--- config.mk ---
export PLATFORM = sky130hd
export DESIGN_NAME = rr_arb_ctrl
export DESIGN_NICKNAME = d
export VERILOG_FILES = /design/src/rtl/rr_arb_pkg.sv /design/src/rtl/rr_arb_pick.sv /design/src/rtl/rr_arb_ctrl.sv
export SDC_FILE = /design/constraint.sdc
export NUM_CORES = 1
export LEC_CHECK = 0
export BUFFER_PORTS_ARGS = -buffer_cell sky130_fd_sc_hd__buf_2
export CAP_MARGIN = 20
export CORE_MARGIN = 4
export CORE_UTILIZATION = 45
export DETAILED_ROUTE_END_ITERATION = 10
export GPL_TIMING_DRIVEN = 0
export PLACE_DENSITY = 0.71
export SETUP_SLACK_MARGIN = 0.2
export SLEW_MARGIN = 20
export SYNTH_ARGS = -nofsm -noshare
export SYNTH_HDL_FRONTEND = slang
export SYNTH_SLANG_ARGS = --single-unit
--- constraint.sdc ---
create_clock -name clk_i -period 1.6 [get_ports clk_i]
set_input_delay 0.08 -clock clk_i [delete_from_list [all_inputs] [get_ports clk_i]]
set_output_delay 0.08 -clock clk_i [all_outputs]
set_load 0.02 [all_outputs]
--- src/rtl/rr_arb_pkg.sv ---
// Shared types and helpers for the round-robin arbiter controller.
// States are one-cold; onehot() builds a grant vector from an index.
package rr_arb_pkg;

  localparam int STATE_W      = 3;
  localparam int DEF_N_REQ    = 4;
  localparam int DEF_MAX_HOLD = 15;

  typedef enum logic [STATE_W-1:0] {
    IDLE  = 3'b011,
    GRANT = 3'b101,
    REL   = 3'b110
  } state_e;

  function automatic logic [31:0] onehot(input logic [31:0] idx);
    return 32'd1 << idx;
  endfunction

endpackage

--- src/rtl/rr_arb_pick.sv ---
// Combinational rotating priority encoder.
// The search starts one past ptr_i and wraps, so ptr_i itself has lowest priority.
module rr_arb_pick
  import rr_arb_pkg::*;
#(
  parameter  int N_REQ = DEF_N_REQ,
  localparam int OW    = $clog2(N_REQ)
) (
  input  logic [N_REQ-1:0] req_i,
  input  logic [OW-1:0]    ptr_i,
  output logic             valid_o,
  output logic [OW-1:0]    win_o
);

  logic [OW-1:0] idx;

  // Scan from farthest to nearest so the nearest set bit is the last one written.
  always_comb begin
    valid_o = 1'b0;
    win_o   = '0;
    idx     = '0;
    for (int i = N_REQ; i >= 1; i--) begin
      idx = OW'((int'(ptr_i) + i) % N_REQ);
      if (req_i[idx]) begin
        valid_o = 1'b1;
        win_o   = idx;
      end
    end
  end

endmodule

--- src/rtl/rr_arb_ctrl.sv ---
// Round-robin owner controller for a shared engine: registered one-hot grant,
// one idle cycle between owners. Define RR_TIMEOUT_EN to add a forced release after MAX_HOLD cycles.
module rr_arb_ctrl
  import rr_arb_pkg::*;
#(
  parameter  int N_REQ    = DEF_N_REQ,
  parameter  int MAX_HOLD = DEF_MAX_HOLD,
  localparam int OW       = $clog2(N_REQ)
) (
  input  logic             clk_i,
  input  logic             rst_i,
  input  logic [N_REQ-1:0] req_i,
  input  logic [N_REQ-1:0] done_i,
  output logic [N_REQ-1:0] gnt_o,
  output logic [OW-1:0]    owner_o,
  output logic             busy_o,
  output logic             timeout_o
);

  state_e            state_q, state_d;
  logic [N_REQ-1:0]  gnt_q, gnt_d;
  logic [OW-1:0]     owner_q, owner_d;
  logic [OW-1:0]     ptr_q, ptr_d;
  logic              pickValid;
  logic [OW-1:0]     pickWin;
  logic              ownerRel;
  logic              holdLimit;

  rr_arb_pick #(.N_REQ(N_REQ)) u_pick (
    .req_i   (req_i),
    .ptr_i   (ptr_q),
    .valid_o (pickValid),
    .win_o   (pickWin)
  );

  assign ownerRel = !req_i[owner_q] || done_i[owner_q];

`ifdef RR_TIMEOUT_EN
  localparam int CW = $clog2(MAX_HOLD + 1);

  logic [CW-1:0] holdCnt_q, holdCnt_d;
  logic          timeout_q, timeout_d;

  assign holdLimit = (state_q == GRANT) && (holdCnt_q == CW'(MAX_HOLD - 1));

  // Counter idles at zero outside GRANT; a voluntary release at the limit wins over the timeout.
  always_comb begin
    holdCnt_d = '0;
    timeout_d = 1'b0;
    if (state_q == GRANT) begin
      holdCnt_d = holdCnt_q + 1'b1;
      timeout_d = holdLimit && !ownerRel;
    end
  end

  always_ff @(posedge clk_i or posedge rst_i) begin
    if (rst_i) begin
      holdCnt_q <= '0;
      timeout_q <= 1'b0;
    end else begin
      holdCnt_q <= holdCnt_d;
      timeout_q <= timeout_d;
    end
  end

  assign timeout_o = timeout_q;
`else
  assign holdLimit = 1'b0;
  assign timeout_o = 1'b0;
`endif

  always_comb begin
    state_d = state_q;
    gnt_d   = gnt_q;
    owner_d = owner_q;
    ptr_d   = ptr_q;
    case (state_q)
      IDLE, REL: begin
        if (pickValid) begin
          state_d = GRANT;
          gnt_d   = N_REQ'(onehot(32'(pickWin)));
          owner_d = pickWin;
          ptr_d   = pickWin;
        end else begin
          state_d = IDLE;
          gnt_d   = '0;
        end
      end
      GRANT: begin
        if (ownerRel || holdLimit) begin
          state_d = REL;
          gnt_d   = '0;
        end
      end
      default: begin
        state_d = IDLE;
        gnt_d   = '0;
      end
    endcase
  end

  // Pointer resets to the last requester so requester 0 is served first.
  always_ff @(posedge clk_i or posedge rst_i) begin
    if (rst_i) begin
      state_q <= IDLE;
      gnt_q   <= '0;
      owner_q <= '0;
      ptr_q   <= OW'(N_REQ - 1);
    end else begin
      state_q <= state_d;
      gnt_q   <= gnt_d;
      owner_q <= owner_d;
      ptr_q   <= ptr_d;
    end
  end

  assign gnt_o   = gnt_q;
  assign owner_o = owner_q;
  assign busy_o  = |gnt_q;

endmodule

Yosys cells after proc, flatten, opt, wreduce, memory -nomap -nowiden:

Cells that the tools add are included.

* equal/unequal tests: 4
* reduce and logical (&&, ||, !) cells: 5
* shift-type cells: 1
* add/subtract/negate cells: 4
* mux-type cells: 26
* order comparisons: 5

Operators with widths (number)
* $lt A2 B3 Y1 const B: 5
* $bmux W1 S2: 6
* $mux W1: 10
* $mux W2: 4
* $mux W4: 2
* $pmux W4 S2: 1
* $eq A3 B3 Y1 const B: 2
* $mux W3: 2
* $pmux W3 S2: 1
* $add A2 B1 Y2 const B: 2
* $add A2 B2 Y2 const B: 2
* $reduce_or A4 Y1: 1
* $shl A1 B2 Y4 const A: 1
* $eq A3 B2 Y1 const B: 1
* $ne A2 B2 Y1 const B: 1
* $reduce_and A2 Y1: 1
* $reduce_or A2 Y1: 1
* $logic_not A1 Y1: 1
* $logic_or A1 B1 Y1: 1

* logic and storage cells: 49
* output and inout port bits: 8
* bits of input ports: 10
* bits in registers: 11

Longest topological paths before layout:

* depth after elaboration: 10
* mapped depth: 4
* depth with buffers taken out: 4

Modules after synthesis:

A second synthesis with hierarchy kept.

* cells, all modules: 52
* area total of the unflattened synthesis: 614.3 um^2

By module, submodules not included
* rr_arb_ctrl: area each 523.0 um^2, sequential area each 280.3 um^2, instances 1, cells each 38
* rr_arb_pick: area each 91.3 um^2, sequential area each 0.0 um^2, instances 1, cells each 14

Worst setup path after synthesis:

No wires, ideal clock.

* path type: register to register
* from: reg state_q[0]
* to: reg owner_q[0], in the netlist owner_o[0]
* setup time: 0.125 ns
* stages on the path, launching flop included: 4
* setup slack: 0.099 ns
* period minus slack after synthesis: 1.501 ns
* path buffers: 0
* arrival: 1.376 ns
* path through: dfstp_2 -> xor2_1 -> nor2b_1 -> mux2_2

* word-level cells in the longest chain between the ends: 3
* elaborated cells on any way between the ends: 4

RTL lines
* start, declared: line rr_arb_ctrl.sv:20 `state_e state_q, state_d;`
* start signal, assigned: line rr_arb_ctrl.sv:110 `state_q <= state_d;`
* $eq A3 B2 Y1 / $eq A3 B3 Y1 (equally long branches): line rr_arb_ctrl.sv:77 `case (state_q)`
* $reduce_or A2 Y1 *: line rr_arb_ctrl.sv:77
* $reduce_and A2 Y1 (no line) *
* end signal, assigned: line rr_arb_ctrl.sv:112 `owner_q <= owner_d;`
* end, declared: line rr_arb_ctrl.sv:22 `logic [OW-1:0] owner_q, owner_d;`

Every way passes the cells marked *; elsewhere a longest branch is shown, timed or not.
A chain may end at the register's enable or synchronous reset.

Worst setup path in the final report:

* from: reg ptr_q[1]
* to: reg gnt_q[0], in the netlist gnt_o[0]

* word-level cells in the longest chain between the ends: 10
* elaborated cells on any way between the ends: 23

RTL lines
* start, declared: line rr_arb_ctrl.sv:23 `logic [OW-1:0] ptr_q, ptr_d;`
* start signal, assigned: line rr_arb_ctrl.sv:108 `ptr_q <= OW'(N_REQ - 1);`
* start signal, assigned: line rr_arb_ctrl.sv:113 `ptr_q <= ptr_d;`
* $add A2 B1 Y2: line rr_arb_pick.sv:23 `idx = OW'((int'(ptr_i) + i) % N_REQ);`
* $bmux W1 S2: line rr_arb_pick.sv:24 `if (req_i[idx]) begin`
* $mux W1 (not written as such): line rr_arb_pick.sv:24
* $mux W2 (4 in series): line rr_arb_pick.sv:24
* $shl A1 B2 Y4: line rr_arb_pkg.sv:16 `return 32'd1 << idx;`
* $mux W4 *: line rr_arb_ctrl.sv:79 `if (pickValid) begin`
* $pmux W4 S2 *: line rr_arb_ctrl.sv:77
* end signal, assigned: line rr_arb_ctrl.sv:111 `gnt_q <= gnt_d;`
* end, declared: line rr_arb_ctrl.sv:21 `logic [N_REQ-1:0] gnt_q, gnt_d;`

Every way passes the cells marked *; elsewhere a longest branch is shown, timed or not. The select of a mux whose other input is x is not followed.

==> metrics.txt <==
DR WL/cell between 10 and 15 um; grt ovf 0; post-synth cell types 30; fmax a little under 0.7 GHz; row count 13; syn_nets between 60 and 70; number of diodes 0; hold path cells 3; crit path max fanout 6; Crit path buffers/inverters 1; filler cell count 122; First-pass DRT Iterations 3; critical path depth 5; nature of the critical path startpoint flop; Die Y between 40 and 50 um; area of the die between 2000 and 2500 um2; Skew-Pair Late Insertion Delay 0.26 ns; outcome complete, no violations; Tcrit/Tclk final between 90% and 100%; Worst Hold Class in2reg; WL final between 1 and 1.5 mm; ys flop type dfrtp_1; core area about 1300 um2; most frequent cells after synthesis dfrtp_1 (7), nand2_1 (7), dfstp_2 (4), nand2b_1 (4), nor2b_1 (4); # setup viols final 0; peak supply drop 1.15 mV; first-pass GRT wire length roughly 2.2 mm; Register-to-Register Path Depth 5; worst path cell trace nand2b_1 -> a21oi_1 -> o221ai_2 -> buf_4 -> o2bb2ai_1; top cells by area, synth dfrtp_1 (28%), dfstp_2 (17%), o41ai_4 (4.4%), nand2_1 (4.2%), nand2b_1 (4.0%); register area share after synthesis between 40% and 50%; final hold slack approximately 0.25 ns; unrepaired setup endpoints after global routing yes; Fin. Hold Viols 0; Max Transition Viols Final 0; share of flip-flops with an asynchronous set or reset 100%; number of DRC markers in iteration 0 4; vias per cell 5.40; Yosys warning count 0; net count reported at finish 96; CTS tree yes; IO Count 18; setup tns final 0 ns; Crit. End Element flop; Placer Congestion roughly 0.72; area of the mapped netlist ~630 um2; Clock Sink Count 11; residual DRC count 0; via count of the routed design 540; clock root cell clkbuf_4; Fin Clk Skew 0.000643 ns; Mapped Cells 57; post-synth top area cell dfrtp_1; fraction of layout cells with a size suffix above 1 a little over half; gr usage total roughly 15%; worst hold start req_i[2]; Synth Area per Inst about 11 um2; area of the multi-input gates between 300 and 400 um2; Arr. time, crit path between 1.5 and 2 ns; vias in the first global route between 500 and 600; Tot Pwr between 0.0015 and 0.002 W; post-synthesis register bit count 11; largest net degree at the start of global routing 12; max-cap violations 0; Starting Density 48.2%; die width 45.3 um; number of synthesized flops with an enable pin 0; Finished Layout Cells 100; r2r endpoint gnt_o[0]; Req. time, crit path 1.75 ns; kind of critical path reg2reg; worst hold path endpoint state_q[2]; area share of the largest cell type after synthesis 27.9%; port bufs 16; sequential cell area roughly 280 um2; clk buf depth 2; initial antenna violation count 0; CTS H-tree lvls 1; CTS Buf Count 3; R2R Path Start ptr_q[1]; remaining antenna violation count 0; final worst path period need around 1.5 ns; Power per Cell Area 2150 nW/um2; R2R Setup Slk about 0.14 ns; DP HPWL roughly 960 um; CP delay by family, top flip-flops; synth-to-layout area growth 37.9%; slowest CP cell dfstp_2; Clock Pin Slew Worst Setup and Hold Paths roughly 0.07 ns; placed cells 88; Worst path max stage delay 0.59 ns; Leakage 0.418 nW
[state kept, by name, summed over array words and instances (netlist names)]
| signal | count |
|---|---|
| state_q | 3 |
| owner_o | 2 |
| gnt_o | 4 |
| ptr_q | 2 |
[final cells by class]
type,count,share of cell area (%)
multi-input cells,43,43.4
flip-flops and latches,11,32.4
repair buffers,24,17.2
clock buffers,4,3.04
well taps,15,2.17
plain buffers,1,0.868
inverters,2,0.868
[report_power, final]
| group | leakage [nW] | internal [W] | switching (W) |
|---|---|---|---|
| Sequential | 0.132 | 0.000443 | 0.000136 |
| Combinational | 0.270 | 0.000590 | 0.000501 |
| Clock | 0.0150 | 0.0000964 | 0.0000902 |
| Total | 0.418 | 0.00113 | 0.000727 |
[per-stage QoR]
stage	instance area, um2	setup WS, ns	util (%)
after global placement	746	0.0852	57.3
final	865	0.141	66.4
after CTS	832	0.102	63.9
after global routing	865	0.0817	66.4
after floorplan	647	0.186	-
after detailed placement	746	0.0806	57.3
[per-layer routing]
metal / track usage (%) / wire length, um
met1: 17.8 / 579
met2: 25.1 / 636
met3: 3.98 / 99
met4: 5.26 / 19
met5: 0 / 0
[cell usage in the layout, fill, tap and decap left out]
master          n
inv_1           2
nor2b_4         1
o21ai_0         2
buf_4           8
o2bb2ai_1       1
nand2b_4        1
or2_2           1
o221ai_2        1
nor2b_2         1
a21oi_1         1
or4_4           1
mux2i_1         1
xor2_2          1
nand2_1         7
mux2_2          1
nand2b_1        4
conb_1          1
a22o_1          1
buf_2          15
o31ai_4         1
dlygate4sd3_1   1
dfstp_2         4
nor2b_1         2
o221ai_1        1
a2bb2o_4        1
nor2_1          3
buf_6           1
a32o_1          1
or2_4           1
o2111a_2        1
a21oi_2         1
clkbuf_4        3
nand3b_1        1
dfrtp_1         7
mux2_4          1
o32ai_1         1
clkbuf_1        1
and3b_1         1
o41ai_4         1
[cell families (layout without fill, tap and decap cells)]
| kind of cell | count (synthesis) | count (layout) | synth area share (%) |
|---|---|---|---|
| simple gates | 24 | 24 | 21.6 |
| compound gates | 14 | 14 | 24.2 |
| buf+inv | 3 | 31 | 2.40 |
| xor+xnor | 1 | 1 | 1.40 |
| mux | 3 | 3 | 5.19 |
| flops | 11 | 11 | 44.7 |
| other cells | 1 | 1 | 0.598 |
[worst register-to-register path, delay by kind of cell, from the launching register on]
family | cells | cell delay [ns]
AO/OA/AOI/OAI | 3 | 0.45
buffers and inverters | 1 | 0.18
flip-flops | 1 | 0.59
AND/OR/NAND/NOR | 1 | 0.12
[worst max-delay path by stage]
stage | end | startpoint | slack (ns)
floorplan | gnt_o[2] | ptr_q[0] | 0.19
global placement | gnt_o[2] | ptr_q[0] | 0.09
detailed placement | gnt_o[2] | ptr_q[0] | 0.08
CTS | gnt_o[2] | ptr_q[0] | 0.10
global route | gnt_o[2] | ptr_q[1] | 0.08
finish | gnt_o[0] | ptr_q[1] | 0.14
[repair_timing]
| item | CTS | global route |
|---|---|---|
| hold buffers | 1 | 0 |
| resized for setup | 3 | 5 |
| pin swaps | 3 | 4 |
| buffers inserted | 5 | 2 |
| cloned | 0 | 0 |
| setup endpoints to repair | 6 | 10 |
| endpoints found under the hold margin | 7 | 0 |
No activity file was read; power rests on OpenSTA's default activity.
